**src/rtl/readout_pkg.sv**
```systemverilog
// readout_pkg: shared state encoding, header marker and default widths for readout_ctrl
package readout_pkg;
  localparam int DATBITS_DEF = 24;
  localparam int ADDBITS_DEF = 8;
  localparam logic [7:0] HDR_MARK = 8'hA5;
  typedef enum logic [2:0] {ACQ, HDR, RD_ADDR, RD_HOLD, DONE} state_t;
endpackage

```
**src/rtl/readout_ctrl.sv**
```systemverilog
// readout_ctrl: buffer write/read sequencer; acquires words, then streams them out over valid/ready (READOUT_HEADER_EN adds a header word; ports: din*, dout*, buffer we/waddr/wdata/rd/raddr/rdata, count/busy/overflow/done)
module readout_ctrl
  import readout_pkg::*;
#(
  parameter int DATBITS = DATBITS_DEF,
  parameter int ADDBITS = ADDBITS_DEF
) (
  input  logic               clk,
  input  logic               rst,
  input  logic               din_valid,
  input  logic [DATBITS-1:0] din,
  input  logic               readout_req,
  output logic [DATBITS-1:0] dout,
  output logic               dout_valid,
  input  logic               dout_ready,
  output logic               we,
  output logic [ADDBITS-1:0] waddr,
  output logic [DATBITS-1:0] wdata,
  output logic               rd,
  output logic [ADDBITS-1:0] raddr,
  input  logic [DATBITS-1:0] rdata,
  output logic [ADDBITS:0]   count,
  output logic               busy,
  output logic               overflow,
  output logic               done
);
  localparam logic [ADDBITS:0] DEPTH = {1'b1, {ADDBITS{1'b0}}};
  state_t state, state_d;
  logic [ADDBITS:0] count_d, cnt_eff;
  logic [ADDBITS-1:0] ptr, ptr_d, waddr_d, raddr_d;
  logic [DATBITS-1:0] dout_d, wdata_d;
  logic dout_valid_d, we_d, rd_d, overflow_d, done_d, wr;
`ifdef READOUT_HEADER_EN
  logic [DATBITS-9:0] hdr_f;
`endif
  always_comb begin
    wr = state == ACQ && din_valid && count != DEPTH;
    cnt_eff = count + (ADDBITS+1)'(wr);
    state_d = state;
    count_d = count;
    ptr_d = ptr;
    dout_d = dout;
    dout_valid_d = dout_valid;
    we_d = 1'b0;
    waddr_d = waddr;
    wdata_d = wdata;
    rd_d = 1'b0;
    raddr_d = raddr;
    overflow_d = overflow | (din_valid && !wr);
    done_d = 1'b0;
`ifdef READOUT_HEADER_EN
    hdr_f = (DATBITS-8)'(cnt_eff);
    hdr_f[DATBITS-9] = overflow_d;
`endif
    case (state)
      ACQ: begin
        if (wr) begin
          we_d = 1'b1;
          waddr_d = count[ADDBITS-1:0];
          wdata_d = din;
          count_d = cnt_eff;
        end
        if (readout_req) begin
          ptr_d = '0;
`ifdef READOUT_HEADER_EN
          state_d = HDR;
          dout_d = {HDR_MARK, hdr_f};
          dout_valid_d = 1'b1;
`else
          state_d = cnt_eff == '0 ? DONE : RD_ADDR;
          done_d = cnt_eff == '0;
          // a write issued on the same edge holds rd off for one cycle so the buffer never sees rd and we together
          rd_d = cnt_eff != '0 && !wr;
          raddr_d = '0;
`endif
        end
      end
      HDR: if (dout_ready) begin
        dout_valid_d = 1'b0;
        state_d = count == '0 ? DONE : RD_ADDR;
        done_d = count == '0;
        rd_d = count != '0;
        raddr_d = '0;
      end
      RD_ADDR: begin
        rd_d = !rd;
        state_d = rd ? RD_HOLD : RD_ADDR;
        dout_d = rd ? rdata : dout;
        dout_valid_d = rd;
      end
      RD_HOLD: if (dout_ready) begin
        dout_valid_d = 1'b0;
        if ({1'b0, ptr} == count - (ADDBITS+1)'(1)) begin
          state_d = DONE;
          done_d = 1'b1;
        end else begin
          state_d = RD_ADDR;
          ptr_d = ptr + ADDBITS'(1);
          raddr_d = ptr + ADDBITS'(1);
          rd_d = 1'b1;
        end
      end
      DONE: begin
        state_d = ACQ;
        count_d = '0;
        overflow_d = din_valid;
      end
      default: state_d = ACQ;
    endcase
  end
  always_ff @(posedge clk or posedge rst)
    if (rst) begin
      state <= ACQ;
      count <= '0;
      ptr <= '0;
      dout <= '0;
      dout_valid <= 1'b0;
      we <= 1'b0;
      waddr <= '0;
      wdata <= '0;
      rd <= 1'b0;
      raddr <= '0;
      busy <= 1'b0;
      overflow <= 1'b0;
      done <= 1'b0;
    end else begin
      state <= state_d;
      count <= count_d;
      ptr <= ptr_d;
      dout <= dout_d;
      dout_valid <= dout_valid_d;
      we <= we_d;
      waddr <= waddr_d;
      wdata <= wdata_d;
      rd <= rd_d;
      raddr <= raddr_d;
      busy <= state_d != ACQ;
      overflow <= overflow_d;
      done <= done_d;
    end
endmodule

```
**config.mk**
```make
export PLATFORM = sky130hd
export DESIGN_NAME = readout_ctrl
export DESIGN_NICKNAME = d
export VERILOG_FILES = /design/src/rtl/readout_pkg.sv /design/src/rtl/readout_ctrl.sv
export SDC_FILE = /design/constraint.sdc
export NUM_CORES = 1
export LEC_CHECK = 0
export BUFFER_PORTS_ARGS = -buffer_cell sky130_fd_sc_hd__buf_2
export CORE_ASPECT_RATIO = 0.8
export CORE_MARGIN = 2
export CORE_UTILIZATION = 42
export DETAILED_ROUTE_END_ITERATION = 10
export GPL_TIMING_DRIVEN = 0
export HOLD_SLACK_MARGIN = 0.08
export PLACE_DENSITY_LB_ADDON = 0.3
export SLEW_MARGIN = 5
export SYNTH_ARGS = -nofsm -noshare
export SYNTH_HDL_FRONTEND = slang
export SYNTH_SLANG_ARGS = --single-unit
```
**constraint.sdc**
```tcl
create_clock -name clk -period 8.72 [get_ports clk]
set_input_delay 0.872 -clock clk [delete_from_list [all_inputs] [get_ports clk]]
set_output_delay 0.872 -clock clk [all_outputs]
set_load 0.01 [all_outputs]
```
## Word level (Yosys, flattened, before mapping)

Cells that the tools add are included.

| cells by class | value |
|---|---|
| bitwise logic cells | 1 |
| multiplexer cells | 31 |
| eq/ne operators | 12 |
| add/subtract/negate cells | 3 |
| reductions and logical operators | 23 |

Operators by type and width:

| kind | count |
|---|---|
| 8-bit 2-to-1 mux | 4 |
| 8-bit case mux with 3 select lines | 1 |
| 9-bit logical NOT | 2 |
| 3-bit 2-to-1 mux | 6 |
| 9-bit case mux with 2 select lines | 1 |
| 9-bit nonzero test | 2 |
| 8-bit case mux with 2 select lines | 1 |
| 1-bit 2-to-1 mux | 13 |
| 3-bit case mux with 4 select lines | 1 |
| 2-bit != test (second input constant) | 5 |
| 9-bit by 1-bit adder with 9-bit output | 1 |
| 8-bit by 9-bit equality test with 1-bit output | 1 |
| 9-bit 2-to-1 mux | 1 |
| 9-bit != test (second input constant) | 1 |
| 9-bit by 1-bit subtractor with 9-bit output (second input constant) | 1 |
| 8-bit by 1-bit adder with 8-bit output (second input constant) | 1 |
| 2-bit AND reduction | 4 |
| 3-bit by 2-bit equality test with 1-bit output (second input constant) | 2 |
| 2-bit nonzero test | 3 |
| 3-bit nonzero test | 2 |
| 5-bit AND reduction | 1 |
| 1-bit logical AND | 4 |
| 1-bit case mux with 4 select lines | 1 |
| 4-bit AND reduction | 1 |
| 9 further kinds | 10 |

| word-level totals | value |
|---|---|
| output and inout bits | 79 |
| register bits | 90 |
| word-level logic and storage cells | 83 |
| bits of input ports | 53 |

## Depth between registers and ports, before layout

| logic depth | value |
|---|---|
| word-level depth | 9 |
| mapped depth | 17 |
| depth with buffers taken out | 13 |

## Worst setup path before layout

Ideal clock, no wire load.

| timing path | value |
|---|---|
| path type | register to register |
| start | register count[1] |
| end | register state[1] |
| required time | 8.619 ns |
| library setup time | 0.101 ns |
| period minus slack after synthesis | 3.500 ns |
| stages on the path, launching flop included | 18 |
| path slack | 5.220 ns |
| data arrival time | 3.399 ns |
| cells stage by stage | dfrtp_1 -> buf_2 -> inv_1 -> ha_1 -> nor4b_4 -> nand3_1 -> nand3_1 -> buf_2 -> buf_2 -> inv_1 -> ha_1 -> and3_1 -> and3_1 -> buf_4 -> and4_1 -> o2111ai_1 -> a21oi_1 -> o32ai_1 |

| on the way | value |
|---|---|
| longest elaborated chain between the ends | 7 |
| elaborated cells on any way between the ends | 14 |
| classes of those cells | add/sub (2); eq/ne (2); mux (7); reduce/logical (3) |

Ends and longest elaborated chain:

| what | RTL line | source |
|---|---|---|
| start, declared | readout_ctrl.sv:22 | `output logic [ADDBITS:0] count,` |
| start signal, assigned | readout_ctrl.sv:128 | `count <= count_d;` |
| 9-bit != test | readout_ctrl.sv:37 | `wr = state == ACQ && din_valid && count != DEPTH;` |
| 1-bit logical AND | readout_ctrl.sv:37 |  |
| 9-bit by 1-bit adder with 9-bit output | readout_ctrl.sv:38 | `cnt_eff = count + (ADDBITS+1)'(wr);` |
| 9-bit logical NOT | readout_ctrl.sv:70 | `state_d = cnt_eff == '0 ? DONE : RD_ADDR;` |
| 3-bit 2-to-1 mux | readout_ctrl.sv:70 |  |
| 3-bit 2-to-1 mux | readout_ctrl.sv:63 | `if (readout_req) begin` |
| 3-bit case mux with 4 select lines * | readout_ctrl.sv:55 | `case (state)` |
| via state_d[1] | readout_ctrl.sv:28 | `state_t state, state_d;` |
| end signal, assigned | readout_ctrl.sv:127 | `state <= state_d;` |
| end, declared | readout_ctrl.sv:28 |  |

Mark *: on every way through the listed nets, which the timed path passes. The rest lies on a longest branch.
A chain may end at the register's enable or synchronous reset.

## Worst setup path in the final report

| timing path | value |
|---|---|
| start | register count[1] |
| end | register done |

| on the way | value |
|---|---|
| longest elaborated chain between the ends | 6 |
| elaborated cells on any way between the ends | 12 |
| classes of those cells | add/sub (2); eq/ne (2); mux (5); reduce/logical (3) |

Ends and longest elaborated chain:

| what | RTL line | source |
|---|---|---|
| 9-bit != test | readout_ctrl.sv:37 |  |
| 1-bit logical AND | readout_ctrl.sv:37 |  |
| 9-bit by 1-bit adder with 9-bit output | readout_ctrl.sv:38 |  |
| 9-bit logical NOT | readout_ctrl.sv:71 | `done_d = cnt_eff == '0;` |
| 1-bit 2-to-1 mux | readout_ctrl.sv:63 |  |
| 1-bit case mux with 3 select lines * | readout_ctrl.sv:55 |  |
| via done_d | readout_ctrl.sv:32 | `logic dout_valid_d, we_d, rd_d, overflow_d, done_d, wr;` |
| end signal, assigned | readout_ctrl.sv:139 | `done <= done_d;` |
| end, declared | readout_ctrl.sv:25 | `output logic done` |

Marked as above.

==> flow_results.xml <==
<?xml version="1.0" encoding="UTF-8"?>
<metrics>
  <group name="clocking">
    <metric name="number_of_clock_sinks" unit="">90</metric>
    <metric name="cts.path.max_buffers" unit="">2</metric>
    <metric name="tritoncts" unit="">yes</metric>
    <metric name="post_cts_resize_count" unit="">0</metric>
    <metric name="post_cts.repair.setup_buffers" unit="">0</metric>
    <metric name="worst_skew_pair.late_latency" unit="ns">0.34</metric>
    <metric name="clk_slew_on_worst_s_h_paths" unit="ns">0.06</metric>
    <metric name="cts_inserted_buffers" unit="">9</metric>
    <metric name="clk_root_buffer_cell" unit="">clkbuf_16</metric>
    <metric name="holdBufCountCts" unit="">0</metric>
    <metric name="htree_levels" unit="">3</metric>
  </group>
  <group name="final_layout">
    <metric name="nNetsFinal" unit="">647</metric>
    <metric name="n_antenna_cell" unit="">0</metric>
    <metric name="synthToLayoutAreaGrowth" unit="%">27.3</metric>
    <metric name="layout.core_utilization" unit="">0.548</metric>
    <metric name="fillerInstances" unit="">968</metric>
    <metric name="share_of_final_layout_standard_cells_stronger_than_drive_strength_1" unit="">0.346</metric>
  </group>
  <group name="die">
    <metric name="initial_core_util" unit="">0.430</metric>
    <metric name="placement_rows" unit="">33</metric>
    <metric name="number_of_placed_i_o_pins" unit="">132</metric>
    <metric name="dieHeight" unit="µm">95.6</metric>
    <metric name="dieWidth" unit="µm">119</metric>
    <metric name="floorplan.die_area" unit="mm²">0.0113</metric>
    <metric name="core_area" unit="mm²">0.0102</metric>
  </group>
  <group name="critical_path">
    <metric name="worstSetupPathType" unit="">reg2reg</metric>
    <metric name="end_kind" unit="">flip-flop</metric>
    <metric name="timing.critical_path.max_delay_family" unit="">simple AND/OR/NAND/NOR gates</metric>
    <metric name="worstPathMaxFanout" unit="">10</metric>
    <metric name="cp_data_required_time" unit="ns">8.90</metric>
    <metric name="path_depth" unit="">17</metric>
    <metric name="worstReg2RegEnd" unit="">done</metric>
    <metric name="max_stage_delay" unit="ns">0.44</metric>
    <metric name="reg2reg_setup_slack" unit="ns">4.50</metric>
    <metric name="critical-path-slowest-cell" unit="">dfrtp_1</metric>
    <metric name="critical_path.most_common_cell" unit="">buf_2</metric>
    <metric name="crit_arrival" unit="ns">4.40</metric>
    <metric name="critPathLaunch" unit="">count[1]</metric>
    <metric name="worst_setup_path_start_kind" unit="">flip-flop</metric>
    <metric name="cp_cell_sequence" unit="">buf_2 -&gt; inv_1 -&gt; ha_1 -&gt; nor4b_4 -&gt; nand3_1 -&gt; nand3_1 -&gt; buf_2 -&gt; buf_2 -&gt; inv_1 -&gt; ha_1 -&gt; and3_1 -&gt; and3_1 -&gt; buf_4 -&gt; and4_1 -&gt; o2111ai_1 -&gt; or3_1 -&gt; o221ai_1</metric>
    <metric name="regToRegStartpoint" unit="">count[1]</metric>
    <metric name="rr_worst_depth" unit="">17</metric>
    <metric name="worstPathBufferInverterCount" unit="">6</metric>
  </group>
  <group name="timing">
    <metric name="top_achievable_clock_speed" unit="MHz">237</metric>
    <metric name="slew_violations" unit="">0</metric>
    <metric name="unrepaired_setup_endpoints_after_global_routing" unit="">false</metric>
    <metric name="slew_headroom" unit="">0.649</metric>
    <metric name="final_min_period_over_clock_period" unit="">0.484</metric>
    <metric name="worst-slew-pin-transition" unit="ns">0.527</metric>
    <metric name="setup-tns-final" unit="ns">0</metric>
    <metric name="finalSetupViolCount" unit="">0</metric>
    <metric name="hold_viol_final" unit="">0</metric>
    <metric name="setup_ws" unit="ns">4.50</metric>
    <metric name="finClkSkew" unit="ns">0.00480</metric>
    <metric name="min_period" unit="ns">4.22</metric>
  </group>
  <group name="placed_design">
    <metric name="gp_congestion" unit="">0.807</metric>
    <metric name="dp.final_hpwl" unit="mm">7.62</metric>
    <metric name="dpl_worst_slack" unit="ns">4.53</metric>
    <metric name="port_buffers" unit="">131</metric>
  </group>
  <group name="route">
    <metric name="ratio_of_routed_vias_to_standard_cells" unit="">4.97</metric>
    <metric name="wire_per_inst" unit="µm">14.0</metric>
    <metric name="detail_route.first_pass.iterations" unit="">5</metric>
    <metric name="detailedRoute.firstIterationViolations" unit="">151</metric>
    <metric name="ant_nets" unit="">0</metric>
    <metric name="drc" unit="">0</metric>
    <metric name="routed-via-count" unit="">3650</metric>
    <metric name="postRouteWirelength" unit="mm">10.3</metric>
  </group>
  <group name="logic_synthesis">
    <metric name="synth-edff-count" unit="">0</metric>
    <metric name="yosys.cell_types.count" unit="">59</metric>
    <metric name="yosys_warns" unit="">0</metric>
    <metric name="seq_area_frac_synth" unit="">0.511</metric>
    <metric name="async_reset_ff_frac" unit="">1.00</metric>
    <metric name="synthesis.instances" unit="">447</metric>
    <metric name="post_synth_top_flop" unit="">dfrtp_1</metric>
    <metric name="synthesized_area_per_cell" unit="µm²">9.86</metric>
    <metric name="syn_nets" unit="">504</metric>
    <metric name="synth.top_cells.by_area" unit="">dfrtp_1, nand2_1, mux2_2</metric>
    <metric name="synth_top_area_share" unit="">0.511</metric>
    <metric name="cell_taking_the_most_area_after_synthesis" unit="">dfrtp_1</metric>
    <metric name="ys_seq_elements" unit="">90</metric>
    <metric name="syn_area" unit="mm²">0.00441</metric>
  </group>
  <group name="worst_hold_path">
    <metric name="timing.hold.worst_endpoint" unit="">wdata[1]</metric>
    <metric name="hold_depth" unit="">2</metric>
    <metric name="hold_start" unit="">wdata[1]</metric>
    <metric name="worst_hold_path_type" unit="">reg2reg</metric>
  </group>
  <group name="power">
    <metric name="p_int" unit="W">0.00116</metric>
    <metric name="clock_power_share" unit="">0.241</metric>
    <metric name="pleak" unit="nW">2.86</metric>
    <metric name="switching_power" unit="W">0.000664</metric>
    <metric name="vdd.ir_drop.worst" unit="mV">0.160</metric>
    <metric name="switching_share_of_power" unit="">0.363</metric>
    <metric name="powerDensity" unit="mW/mm²">326</metric>
    <metric name="comb_power_share" unit="">0.400</metric>
    <metric name="p_seq_frac" unit="">0.359</metric>
  </group>
  <group name="grt">
    <metric name="grt_first_pass_wirelength" unit="mm">16.9</metric>
    <metric name="grt_pass1_vias" unit="">3587</metric>
    <metric name="gr-total-overflow" unit="">0</metric>
    <metric name="number_of_antenna_violations_at_the_first_check_in_global_routing" unit="">0</metric>
    <metric name="grt_start_max_net_pins" unit="">61</metric>
    <metric name="overall_global_routing_resource_usage" unit="">0.185</metric>
  </group>
  <group name="outcome">
    <metric name="status" unit="">complete, no violations</metric>
  </group>
  <group name="job">
    <metric name="drv_cap" unit="">0</metric>
  </group>
</metrics>
Yosys cell counts, drive strengths merged, types with 3 or more instances:
cell       n
a21oi     15
inv       24
dfrtp     90
and3       7
ha         4
mux2i      3
xor2       5
buf       20
a211oi     4
mux2      24
and2       4
o21ai     26
clkbuf     6
a2bb2oi    3
nor2      17
nor3       8
a21o       4
nor4       3
nand3     12
o22ai      9
nand4      3
o31ai      3
xnor2     12
nand2    111
logic make-up (layout without fill, tap and decap cells):
logic type               Yosys count  after routing  share of synthesized area
multiplexers                      27             27                     0.0681
AND/OR/NAND/NOR                  174            174                      0.181
XOR/XNOR                          17             17                     0.0338
buffers and inverters             50            198                     0.0531
flip-flops                        90             90                      0.511
adder cells (fa/ha/maj)            4              4                     0.0114
AO/OA/AOI/OAI                     85             85                      0.141
layout make-up:
class,instances,area (µm²),share of cell area
timing repair buffer,132,683,0.122
sequential,90,2250,0.402
clock inverter,7,116,0.0207
tap,140,175,0.0312
multi-input combinational,307,1920,0.342
inverter,24,92.6,0.0165
buffer,26,144,0.0257
clock buffer,9,225,0.0402
state kept, by name, indices dropped and copies added (netlist names):
register    count
busy            1
count           9
done            1
dout           24
dout_valid      1
overflow        1
ptr             8
raddr           8
rd              1
state           3
waddr           8
wdata          24
we              1
per-stage QoR:
stage	total power (W)	hold WS [ns]	instances	area [µm²]
floorplan	0.00114	0.511	447	4410
global placement	0.00138	0.454	718	5240
detailed placement	0.00140	0.459	719	5270
CTS	0.00185	0.474	735	5610
global route	0.00196	0.496	735	5610
finish	0.00183	0.466	735	5610
layout by cell type (no fill, tap or decap), types with 9 or more instances in the layout:
master / instances
o22ai_1: 9
mux2_2: 24
nand2_1: 111
buf_2: 141
inv_1: 23
nor2_1: 17
clkbuf_16: 9
a21oi_1: 14
o21ai_0: 21
xnor2_1: 12
dfrtp_1: 90
nand3_1: 12
power by group through the flow:
stage          Combinational [W]  Sequential, W  Clock [W]
2_1_floorplan           0.000423       0.000719          0
3_3_place_gp            0.000718       0.000658          0
3_5_place_dp            0.000741       0.000662          0
4_1_cts                 0.000740       0.000658   0.000454
5_1_grt                 0.000815       0.000679   0.000470
6_report                0.000732       0.000657   0.000440
worst max-delay path by stage:
stage and end:
3_3_place_gp raddr[0], 6_report done, 3_5_place_dp done, 5_1_grt state[1], 2_1_floorplan state[1], 4_1_cts done
worst min-delay path: cells and delay by family (launching register included):
family	cells	cell delay, ns
AND/OR/NAND/NOR	2	0.10
flip-flops	1	0.33
metal layers:
metal	vias up	wire, µm	GRT usage
met3	9	677	0.0514
met5	-	0	0
met4	0	116	0.0516
met1	1723	4670	0.242
met2	112	4810	0.306
li1	1806	-	-
Power figures use the tool's default switching activity.
